$ cat config.mk
export PLATFORM = sky130hd
export DESIGN_NAME = disp_scan_sched_flat
export DESIGN_NICKNAME = d
export VERILOG_FILES = /design/src/rtl/disp_scan_sched_if.sv /design/src/rtl/disp_scan_sched.sv /design/src/flat_wrapper.sv
export SDC_FILE = /design/constraint.sdc
export NUM_CORES = 1
export LEC_CHECK = 0
export ABC_AREA = 1
export BUFFER_PORTS_ARGS = -buffer_cell sky130_fd_sc_hd__buf_2
export CAP_MARGIN = 20
export CORE_MARGIN = 2
export CORE_UTILIZATION = 55
export CTS_BUF_LIST = sky130_fd_sc_hd__clkbuf_2 sky130_fd_sc_hd__clkbuf_4 sky130_fd_sc_hd__clkbuf_8
export DETAILED_ROUTE_END_ITERATION = 8
export PLACE_DENSITY_LB_ADDON = 0.1
export SLEW_MARGIN = 0
export SYNTH_ARGS = -nofsm -noshare
export SYNTH_HDL_FRONTEND = slang
export SYNTH_SLANG_ARGS = --single-unit
$ cat constraint.sdc
create_clock -name clk -period 1.7 [get_ports clk]
set_input_delay 0.255 -clock clk [delete_from_list [all_inputs] [get_ports clk]]
set_output_delay 0.255 -clock clk [all_outputs]
set_load 0.02 [all_outputs]
$ cat src/rtl/disp_scan_sched_if.sv
// Bus between the display scheduler and its environment.
//   sw          : raw 2-bit source selector (asynchronous, may bounce)
//   blank       : 1 = all anodes off (synchronous)
//   src0..src3  : 16-bit register taps (a0, v0, sp, ra)
//   an          : anodes, active-low, one-hot-low, an[0] = rightmost digit
//   caths       : cathodes, active-low, {dp,g,f,e,d,c,b,a}
//   frame_start : one-cycle pulse after a new snapshot is taken
//   sel         : currently accepted (debounced) selector
interface disp_scan_sched_if;
    logic [1:0]  sw;
    logic        blank;
    logic [15:0] src0;
    logic [15:0] src1;
    logic [15:0] src2;
    logic [15:0] src3;
    logic [3:0]  an;
    logic [7:0]  caths;
    logic        frame_start;
    logic [1:0]  sel;

    modport master (
        output sw, blank, src0, src1, src2, src3,
        input  an, caths, frame_start, sel
    );

    modport slave (
        input  sw, blank, src0, src1, src2, src3,
        output an, caths, frame_start, sel
    );
endinterface

$ cat src/rtl/disp_scan_sched.sv
// Four-digit seven-segment display scheduler. Picks one of four 16-bit
// sources with a debounced selector, snapshots it at frame boundaries so a
// frame never tears, and scans the four hex digits onto the board pins.
//   clk   : system clock (the scan rate is derived from it)
//   reset : asynchronous, active-low reset
//   bus   : slave side of disp_scan_sched_if (selector, blank, sources in;
//           anodes, cathodes, frame_start, sel out)
module disp_scan_sched #(
    parameter int SCAN_DIV = 50000,
    parameter int DEBOUNCE = 4
) (
    input  logic             clk,
    input  logic             reset,
    disp_scan_sched_if.slave bus
);
    localparam int PW = $clog2(SCAN_DIV);
    localparam int DW = $clog2(DEBOUNCE + 1);
    localparam logic [PW-1:0] PLAST = PW'(SCAN_DIV - 1);
    localparam logic [DW-1:0] DLAST = DW'(DEBOUNCE - 1);

    logic [PW-1:0] pcnt;
    logic [1:0]    dig;
    logic [1:0]    sw_meta;
    logic [1:0]    sw_s;
    logic [1:0]    sw_last;
    logic [1:0]    sel_q;
    logic [DW-1:0] deb_cnt;
    logic [15:0]   snap;
    logic [3:0]    an_p1;
    logic [7:0]    caths_p1;
    logic          fs_p1;

    logic          tick;
    logic          frame_edge;
    logic [15:0]   src_cur;
    logic [3:0]    nib;

    function automatic logic [7:0] hexseg(input logic [3:0] v);
        logic [7:0] s;
        case (v)
            4'h0: s = 8'hC0;  4'h1: s = 8'hF9;  4'h2: s = 8'hA4;  4'h3: s = 8'hB0;
            4'h4: s = 8'h99;  4'h5: s = 8'h92;  4'h6: s = 8'h82;  4'h7: s = 8'hF8;
            4'h8: s = 8'h80;  4'h9: s = 8'h90;  4'hA: s = 8'h88;  4'hB: s = 8'h83;
            4'hC: s = 8'hC6;  4'hD: s = 8'hA1;  4'hE: s = 8'h86;  default: s = 8'h8E;
        endcase
        return s;
    endfunction

    assign tick       = (pcnt == PLAST);
    assign frame_edge = tick && (dig == 2'd3);

    always_comb begin
        src_cur = bus.src0;
        case (sel_q)
            2'd1:    src_cur = bus.src1;
            2'd2:    src_cur = bus.src2;
            2'd3:    src_cur = bus.src3;
            default: src_cur = bus.src0;
        endcase
        nib = snap[{dig, 2'b00} +: 4];
    end

    always_ff @(posedge clk or negedge reset) begin
        if (!reset) begin
            pcnt     <= '0;
            dig      <= 2'd0;
            sw_meta  <= 2'd0;
            sw_s     <= 2'd0;
            sw_last  <= 2'd0;
            sel_q    <= 2'd0;
            deb_cnt  <= '0;
            snap     <= 16'h0000;
            an_p1    <= 4'b1111;
            caths_p1 <= 8'hFF;
            fs_p1    <= 1'b0;
        end else begin
            // Scan timing: prescaler and digit slot never stall, even when blanked.
            pcnt <= tick ? '0 : pcnt + 1'b1;
            if (tick) begin
                dig <= dig + 2'd1;
            end

            // Selector: sync, then require DEBOUNCE ticks of a stable new value.
            // sw_last catches a change between two non-selected codes.
            sw_meta <= bus.sw;
            sw_s    <= sw_meta;
            sw_last <= sw_s;
            if ((sw_s == sel_q) || (sw_s != sw_last)) begin
                deb_cnt <= '0;
            end else if (tick) begin
                if (deb_cnt == DLAST) begin
                    sel_q   <= sw_s;
                    deb_cnt <= '0;
                end else begin
                    deb_cnt <= deb_cnt + 1'b1;
                end
            end

            // Snapshot uses the sel in force this cycle, so a same-cycle
            // acceptance only takes effect at the following frame.
            if (frame_edge) begin
                snap <= src_cur;
            end
            fs_p1 <= frame_edge;

            // Output stage: cathodes stay driven while the anodes are blanked.
            an_p1    <= bus.blank ? 4'b1111 : ~(4'b0001 << dig);
            caths_p1 <= hexseg(nib);
        end
    end

    assign bus.an          = an_p1;
    assign bus.caths       = caths_p1;
    assign bus.frame_start = fs_p1;
    assign bus.sel         = sel_q;
endmodule

$ cat src/flat_wrapper.sv
// flat-port wrapper written by rule: the top's interface ports become plain ports
module disp_scan_sched_flat 
#(
    parameter int SCAN_DIV = 50000,
    parameter int DEBOUNCE = 4
)
  (clk, reset, bus_sw, bus_blank, bus_src0, bus_src1, bus_src2, bus_src3, bus_an, bus_caths, bus_frame_start, bus_sel);
  disp_scan_sched_if bus_i ();
  input  logic clk;
  input  logic reset;
  input wire logic [$bits(bus_i.sw)-1:0] bus_sw;
  input wire logic [$bits(bus_i.blank)-1:0] bus_blank;
  input wire logic [$bits(bus_i.src0)-1:0] bus_src0;
  input wire logic [$bits(bus_i.src1)-1:0] bus_src1;
  input wire logic [$bits(bus_i.src2)-1:0] bus_src2;
  input wire logic [$bits(bus_i.src3)-1:0] bus_src3;
  output wire logic [$bits(bus_i.an)-1:0] bus_an;
  output wire logic [$bits(bus_i.caths)-1:0] bus_caths;
  output wire logic [$bits(bus_i.frame_start)-1:0] bus_frame_start;
  output wire logic [$bits(bus_i.sel)-1:0] bus_sel;
  assign bus_i.sw = bus_sw;
  assign bus_i.blank = bus_blank;
  assign bus_i.src0 = bus_src0;
  assign bus_i.src1 = bus_src1;
  assign bus_i.src2 = bus_src2;
  assign bus_i.src3 = bus_src3;
  assign bus_an = bus_i.an;
  assign bus_caths = bus_i.caths;
  assign bus_frame_start = bus_i.frame_start;
  assign bus_sel = bus_i.sel;
  disp_scan_sched #(.SCAN_DIV(SCAN_DIV), .DEBOUNCE(DEBOUNCE)) u_core (.clk(clk), .reset(reset), .bus(bus_i));
endmodule
[Word level (Yosys, flattened, before mapping)]
Memories as Yosys holds them, arrays and structs flattened. A register that Yosys moved wholly into a read port is not among the register bits.
Cells that the tools add are included.
Storage, ports and cells
  flip-flop bits (word level): 58
  ROM bits: 112
  input bits: 69
  output and inout port bits: 15
  memories kept: 1
Cells by class
  add/subtract/negate cells: 3
  equal/unequal tests: 8
  shift operators: 2
  muxes and demuxes: 6
  bitwise gates (word level): 2
  reductions and logical operators: 5
Memories
  (no name shown): words 16, width 7, rd ports 1, clocked after Yosys merged registers in 1, write ports 0, line disp_scan_sched.sv:40  | case (v)
Operators with widths (number)
  one-hot mux 16 bit (3 select lines): 1
  adder 16 x 1 -> 16 bit (second input constant): 1
  == test 16 bit (second input constant): 1
  two-way mux 16 bit: 1
  indexed part select 16 x 5 -> 4 bit: 1
  two-way mux 3 bit: 3
  == test 2 bit (second input constant): 3
  two-way mux 4 bit: 1
  NOT 4 bit: 1
  << shifter 1 x 2 -> 4 bit (first input constant): 1
  adder 3 x 1 -> 3 bit (second input constant): 1
  == test 3 x 2 -> 1 bit (second input constant): 1
  AND reduction 3 bit: 1
  adder 2 x 1 -> 2 bit (second input constant): 1
  == test 2 x 1 -> 1 bit (second input constant): 1
  == test 2 bit: 1
  inequality test 2 bit: 1
  nonzero test 2 bit: 1
  logical AND 1 bit: 1
  logical NOT 1 bit: 1
  logical OR 1 bit: 1
  NOT 1 bit: 1

[Depth between registers and ports, before layout]
Gate-level depths: netlist of run 1.
  depth in word-level cells: 4
  gate-level depth with buffers: 11
  gate-level depth less buffers: 10

[Least setup slack after synthesis of run 1]
OpenSTA, ideal clock, no wires.
  path type: register -> register
  from: reg u_core.dig[0]
  to: reg u_core.caths_p1[0] (netlist: u_core.bus.caths[0])
  library setup time: 60 ps
  data arrival time: 1447 ps
  path slack: 192 ps
  stages on the path, launching flop included: 12
  path through: dfrtp_1 > buf_4 > inv_4 > nand2_1 > nand3_1 > nand2_1 > inv_1 > ha_1 > inv_1 > o21ai_1 > nand2_1 > nand2_1
On the way
  word-level cells in the longest chain between the ends: 1
Ends and longest elaborated chain
  from (decl): line disp_scan_sched.sv:22  | logic [1:0] dig;
  from (signal assigned): line disp_scan_sched.sv:80  | dig <= dig + 2'd1;
  indexed part select 16 x 5 -> 4 bit: line disp_scan_sched.sv:60  | nib = snap[{dig, 2'b00} +: 4];
  to (decl): line disp_scan_sched.sv:30  | logic [7:0] caths_p1;
Every way passes these cells.
A chain may end at the register's enable or synchronous reset.

[Final worst setup path of run 1]
  from: reg u_core.sel_q[1] (netlist: u_core.bus.sel[1])
  to: reg u_core.snap[1]
On the way
  word-level cells in the longest chain between the ends: 2
  elaborated cells on any way between the ends: 4
  classes of those cells: eq/ne: 3; mux: 1
Ends and longest elaborated chain
  from (decl): line disp_scan_sched.sv:26  | logic [1:0] sel_q;
  from (signal assigned): line disp_scan_sched.sv:92  | sel_q <= sw_s;
  == test 2 bit or == test 2 x 1 -> 1 bit (tied branches): line disp_scan_sched.sv:54  | case (sel_q)
  one-hot mux 16 bit (3 select lines) (*): line disp_scan_sched.sv:54
  to (signal assigned): line disp_scan_sched.sv:102  | snap <= src_cur;
  to (decl): line disp_scan_sched.sv:28  | logic [15:0] snap;
Every way passes the cells marked *; elsewhere a longest branch is shown, timed or not.

==> flow_metrics.tcl, run 1 <==
set metrics [dict create \
    status "finished, final reports clean" \
    cp_data_required_time_ps 1970 \
    critPathLaunchType "flop" \
    regArea_sq_um 1440 \
    root_buffer "clkbuf_8" \
    grt_usage_pct 23.6 \
    grt_pass1_wl_mm 11.9 \
    clk_latency_ps 330 \
    drive_gt1_share_pct 25.6 \
    wl_per_cell_um 11.1 \
    ys_seq_elements 57 \
    multi_input_area_sq_um 1550 \
    yosysUniqueCellTypes 28 \
    synth_warnings 0 \
    hp-class "in2reg" \
    path_class "reg2reg" \
    fp.dieH_um 80.2 \
    rrSetupSlack_ps 170 \
    post_cts_buffers 0 \
    rsz0062_at_grt "no" \
    period_needed_ps 1530 \
    yosys.area.top_type_share_pct 36.1 \
    drc_errors 0 \
    cts_max_level 3 \
    clkSinkCount 57 \
    finalHoldViolCount 0 \
    tritoncts "done" \
    crit_arrival_ps 1800 \
    gp_congestion 0.877 \
    dp_hpwl_mm 5.12 \
    placed_cell_area_sq_um 3670 \
    diodes 0 \
    drv_cap 0 \
    yosys-top-cells-area "dfrtp_1, nand2_1, dfstp_2" \
    synth_edf_count 0 \
    ios 84 \
    synth-async-reset-ratio_pct 100 \
    firstDrtPassIters 4 \
    power_density_nw_per_um2 702 \
    synthCells 433 \
    cts_buffers 9 \
    io_buffers 82 \
    clk_pin_slew_ps 60 \
    worst_pin_slew_ps 616 \
    final-setup-viol-count 0 \
    antenna_found_initial 0 \
    nNetsFinal 604 \
    yosys-top-cells-count "nand2_1, dfrtp_1, inv_1" \
    grt-ovfl-total 0 \
    start_util_pct 57.6 \
    die-width_um 80.2 \
    ant_nets 0 \
    syn_nets 514 \
    cp-end-kind "flop" \
    grt_pass1_vias 2741 \
    cp_max_fo 16 \
    ir_drop_uv 448 \
    max_freq_mhz 655 \
    core_area_sq_um 5540 \
    dieArea_sq_um 6430 \
    design_area_sq_um 3900 \
    clock_path_buffers 2 \
    via_per_inst 4.90 \
    syn-cell-area_sq_um 3190 \
    skew_ps 7.94 \
    final.setup.tns_ps 0 \
    vias 2939 \
    finalMaxSlewViolations 0 \
    fillers 474 \
    row_count 27 \
    synth_most_common_cell "nand2_1" \
    synth_ff_type "dfrtp_1" \
    leakage_nw 2.10 \
    finalCritPeriodShare_pct 89.8 \
    ys_seq_area_share_pct 45.1 \
    avgSynthCellArea_sq_um 7.37 \
    drt-total-wl_mm 6.69 \
    initialDrtViolationCount 102 \
    yosys.area.top_type "dfrtp_1" \
    grt_max_degree 35 \
    max_slew_margin_pct 58.9 \
    area_growth_pct 22.1 \
]
==> logic make-up after synthesis <==
family | synth area share, %
flip-flops | 45.1
AO/OA/AOI/OAI | 3.10
AND/OR/NAND/NOR | 37.6
other | 0.118
buffers and inverters | 6.86
adder cells (fa/ha/maj) | 4.71
XOR/XNOR | 2.47
==> worst max-delay path: stages (launching register included) <==
cell     delay [ps]
dfrtp_1         450
inv_1           110
nor2_2          490
nand2_1         150
nand4_1         120
nand2_1          70
nand2_1          70
==> power by group <==
group	total, W	internal [W]	switching [W]
clock	0.00121	0.000715	0.000494
sequential	0.00137	0.00137	0.00000529
combinational	0.000152	0.0000785	0.0000740
==> area by class of cell <==
class	count	area share, %
inverter	38	3.73
clock buffer	16	5.01
timing repair buffer	89	12.3
sequential	57	37.0
tap	72	2.31
multi-input combinational	328	39.7
==> path summary, 6_finish.rpt <==
check / start / end / cells after the start
worst max-delay path: u_core.bus.sel[1]$_DFFE_PN0P_ / u_core.snap[1]$_DFFE_PN0P_ / 6
worst min-delay path: bus_sw[0] / u_core.sw_meta[0]$_DFF_PN0_ / 1
worst max register to register: u_core.bus.sel[1]$_DFFE_PN0P_ / u_core.snap[1]$_DFFE_PN0P_ / 6
worst min register to register: u_core.sw_meta[1]$_DFF_PN0_ / u_core.sw_s[1]$_DFF_PN0_ / 0
max in group asynchronous: reset / u_core.dig[0]$_DFFE_PN0N_ / 3
min in group asynchronous: reset / u_core.pcnt[5]$_DFF_PN0_ / 2
==> placed cells by master (no fill, tap or decap), drive strengths merged <==
| master | count |
|---|---|
| a21oi | 4 |
| a31oi | 1 |
| buf | 88 |
| clkbuf | 16 |
| conb | 1 |
| dfrtp | 46 |
| dfstp | 11 |
| dlygate4sd3 | 1 |
| ha | 12 |
| inv | 38 |
| nand2 | 203 |
| nand3 | 27 |
| nand4 | 16 |
| nor2 | 39 |
| nor3 | 3 |
| o211ai | 1 |
| o21ai | 10 |
| o21bai | 2 |
| xnor2 | 2 |
| xor2 | 7 |
==> state kept, by name (all words and copies together), names as in the netlist <==
name	flops
u_core.snap	16
u_core.bus.an	4
u_core.sw_meta	2
u_core.sw_last	2
u_core.bus.frame_start	1
u_core.sw_s	2
u_core.bus.sel	2
u_core.bus.caths	7
u_core.dig	2
u_core.deb_cnt	3
u_core.pcnt	16
==> stage by stage <==
stage / setup WS, ps / util [%] / power, W / cells / hold slack [ps]
2_1_floorplan: 192 / - / 0.00144 / 433 / -40.6
3_3_place_gp: 124 / 66.3 / 0.00155 / 583 / 263
3_5_place_dp: 77.0 / 66.3 / 0.00155 / 583 / 267
4_1_cts: 68.5 / 70.0 / 0.00276 / 600 / 12.9
5_1_grt: 10.0 / 70.3 / 0.00285 / 600 / 8.44
6_report: 173 / 70.3 / 0.00273 / 600 / 24.4
==> what timing repair did <==
action | 4_1_cts | 5_1_grt
hold endpoints to repair | 12 | 0
hold buffers | 1 | 0
gates resized for setup | 0 | 9
endpoints found under the setup margin | 0 | 18
==> routing by layer <==
layer / wire length, um / up-vias / global-route usage (%)
met5: 0 / - / 0
met4: 122 / 0 / 9.15
met3: 395 / 12 / 5.96
met2: 2970 / 103 / 39.4
met1: 3200 / 1302 / 29.3
li1: - / 1522 / -
No activity file was read; power rests on OpenSTA's default activity.
==> inputs of run 2 (changes only) <==
--- a/config.mk
+++ b/config.mk
@@ -5,11 +5,10 @@
 export SDC_FILE = /design/constraint.sdc
 export NUM_CORES = 1
 export LEC_CHECK = 0
-export ABC_AREA = 1
 export BUFFER_PORTS_ARGS = -buffer_cell sky130_fd_sc_hd__buf_2
 export CAP_MARGIN = 20
 export CORE_MARGIN = 2
-export CORE_UTILIZATION = 55
+export CORE_UTILIZATION = 54
 export CTS_BUF_LIST = sky130_fd_sc_hd__clkbuf_2 sky130_fd_sc_hd__clkbuf_4 sky130_fd_sc_hd__clkbuf_8
 export DETAILED_ROUTE_END_ITERATION = 8
 export PLACE_DENSITY_LB_ADDON = 0.1
==> flow_metrics.tcl, run 2 <==
set metrics [dict create \
    core_area_sq_um 5470 \
    clock_path_buffers 2 \
    ios 84 \
    layout_common_cells "buf_2, dfrtp_1, buf_4, mux4_2, mux2_4" \
    crit_slowest_cell "mux4_2" \
    skew_ps 4.92 \
    grt_max_degree 37 \
    grt_pass1_wl_mm 10.5 \
    die-width_um 78.9 \
    yosys-top-cells-area "dfrtp_1, mux4_2, dfstp_2" \
    avgSynthCellArea_sq_um 13.8 \
    clkSinkCount 57 \
    status "finished with violations" \
    drt-total-wl_mm 6.26 \
    ys_seq_area_share_pct 47.5 \
    via_per_inst 5.24 \
    hp-class "in2reg" \
    initialDrtViolationCount 59 \
    cp_data_required_time_ps 1960 \
    io_buffers 82 \
    crit_arrival_ps 2000 \
    dp_hpwl_mm 4.59 \
    critPathLaunchType "flop" \
    period_needed_ps 1730 \
    area_growth_pct 36.7 \
    synth_most_common_cell "dfrtp_1" \
    placed_cells 394 \
    dieArea_sq_um 6230 \
    ir_drop_uv 997 \
    start_util_pct 55.4 \
    drc_errors 0 \
    synthCells 220 \
    violations "setup timing" \
    cts_buffers 9 \
    power_density_nw_per_um2 742 \
    synth_ff_type "dfrtp_1" \
    synth_warnings 0 \
    firstDrtPassIters 5 \
    path_cells "mux4_2, ha_4, nor2_2, a21oi_2, o21a_1" \
    rrSetupSlack_ps -30 \
    whs_ps 20.1 \
    syn_nets 301 \
    ant_nets 0 \
    yosys.area.top_type_share_pct 38.0 \
    crit_family "multiplexers" \
    wl_per_cell_um 15.0 \
    leakage_nw 1.88 \
    cp_num_buf_inv 0 \
    worst_slack_ps -34.0 \
    tritoncts "done" \
    root_buffer "clkbuf_8" \
    rsz0062_at_grt "yes" \
    fin_cells 417 \
    cp-end-kind "flop" \
    row_count 27 \
    diodes 0 \
    clk_latency_ps 340 \
    cp_max_fo 5 \
    clk_pin_slew_ps 60 \
    cpPeakStageDelay_ps 620 \
    finalHoldViolCount 0 \
    yosys-top-cells-count "dfrtp_1, mux4_2, ha_1" \
    grt_pass1_vias 2251 \
    synth_edf_count 0 \
    finalCritPeriodShare_pct 102 \
    path_class "reg2reg" \
    gp_congestion 0.744 \
    fillers 376 \
    grt_usage_pct 22.4 \
    finalMaxSlewViolations 0 \
    final_common_cell "buf_2" \
    drive_gt1_share_pct 62.9 \
    yosys.area.top_type "dfrtp_1" \
    yosysUniqueCellTypes 43 \
    fp.dieH_um 78.9 \
    vias 2184 \
    syn-cell-area_sq_um 3030 \
    nNetsFinal 421 \
    max_freq_mhz 577 \
    ys_seq_elements 57 \
    grt-ovfl-total 0 \
    antenna_found_initial 0 \
    final-setup-viol-count 5 \
    post-route-util_pct 75.7 \
    cts_max_level 3 \
    drv_cap 0 \
    synth-async-reset-ratio_pct 100 \
]
-- run 2: stage by stage --
stage	TNS [ps]	total power (W)	instance area (sq um)	setup WS, ps
2_1_floorplan	-417	0.00159	3050	-38.1
3_3_place_gp	-1600	0.00173	3710	-102
3_5_place_dp	-2190	0.00174	3710	-144
4_1_cts	-158	0.00310	4030	-28.9
5_1_grt	-892	0.00322	4140	-106
6_report	-80.4	0.00308	4140	-34.0
-- run 2: area by class of cell --
class | count | area (sq um) | area share, %
inverters | 11 | 46.3 | 1.12
well taps | 72 | 90.1 | 2.17
clock buffers | 14 | 180 | 4.35
flip-flops and latches | 57 | 1440 | 34.8
multi-input cells | 144 | 1630 | 39.4
clock inverters | 2 | 35.0 | 0.845
repair buffers | 117 | 716 | 17.3
-- run 2: metal layers --
layer / GRT usage [%] / routed length (um) / up-vias
met5: 0 / 0 / -
met4: 5.69 / 79 / 0
met3: 8.18 / 400 / 7
met2: 38.5 / 3190 / 76
met1: 27.0 / 2580 / 1059
li1: - / - / 1042
-- run 2: logic make-up (layout without fill, tap and decap cells) --
| logic type | after synthesis | count (layout) | synth area share (%) |
|---|---|---|---|
| buffers and inverters | 21 | 144 | 3.96 |
| AOI/OAI and AO/OA | 19 | 19 | 4.29 |
| and+or+nand+nor | 51 | 53 | 9.95 |
| adders and majority gates | 12 | 12 | 4.95 |
| DFF | 57 | 57 | 47.5 |
| muxes | 42 | 42 | 24.3 |
| xor gates and xnor gates | 17 | 17 | 4.91 |
| other | 1 | 1 | 0.124 |
-- run 2: path summary, 6_finish.rpt --
kind | startpoint | endpoint | cells after the start
max | u_core.dig[0]$_DFFE_PN0N_ | u_core.bus.caths[3]$_DFF_PN1_ | 5
min | bus_sw[1] | u_core.sw_meta[1]$_DFF_PN0_ | 1
max reg2reg | u_core.dig[0]$_DFFE_PN0N_ | u_core.bus.caths[3]$_DFF_PN1_ | 5
min reg2reg | u_core.sw_meta[0]$_DFF_PN0_ | u_core.sw_s[0]$_DFF_PN0_ | 0
max in group asynchronous | reset | u_core.dig[0]$_DFFE_PN0N_ | 3
min in group asynchronous | reset | u_core.pcnt[5]$_DFF_PN0_ | 2
-- run 2: what timing repair did --
| item | in CTS | in global routing |
|---|---|---|
| pin swaps | 7 | 6 |
| hold endpoints to repair | 10 | 0 |
| cloned | 1 | 1 |
| gates resized for setup | 16 | 22 |
| setup endpoints to repair | 24 | 27 |
| buffers inserted | 2 | 2 |
| hold buffers | 1 | 0 |
-- run 2: worst register-to-register path, stage by stage (launching register included) --
cell	delay [ps]
dfrtp_2	430
mux4_2	630
ha_4	220
nor2_2	150
a21oi_2	40
o21a_1	190
-- run 2: power by group --
part	switching, W	leakage, nW	total [W]	internal, W
Sequential	0.0000189	0.688	0.00143	0.00141
Clock	0.000506	0.114	0.00133	0.000827
Combinational	0.000140	1.08	0.000314	0.000175
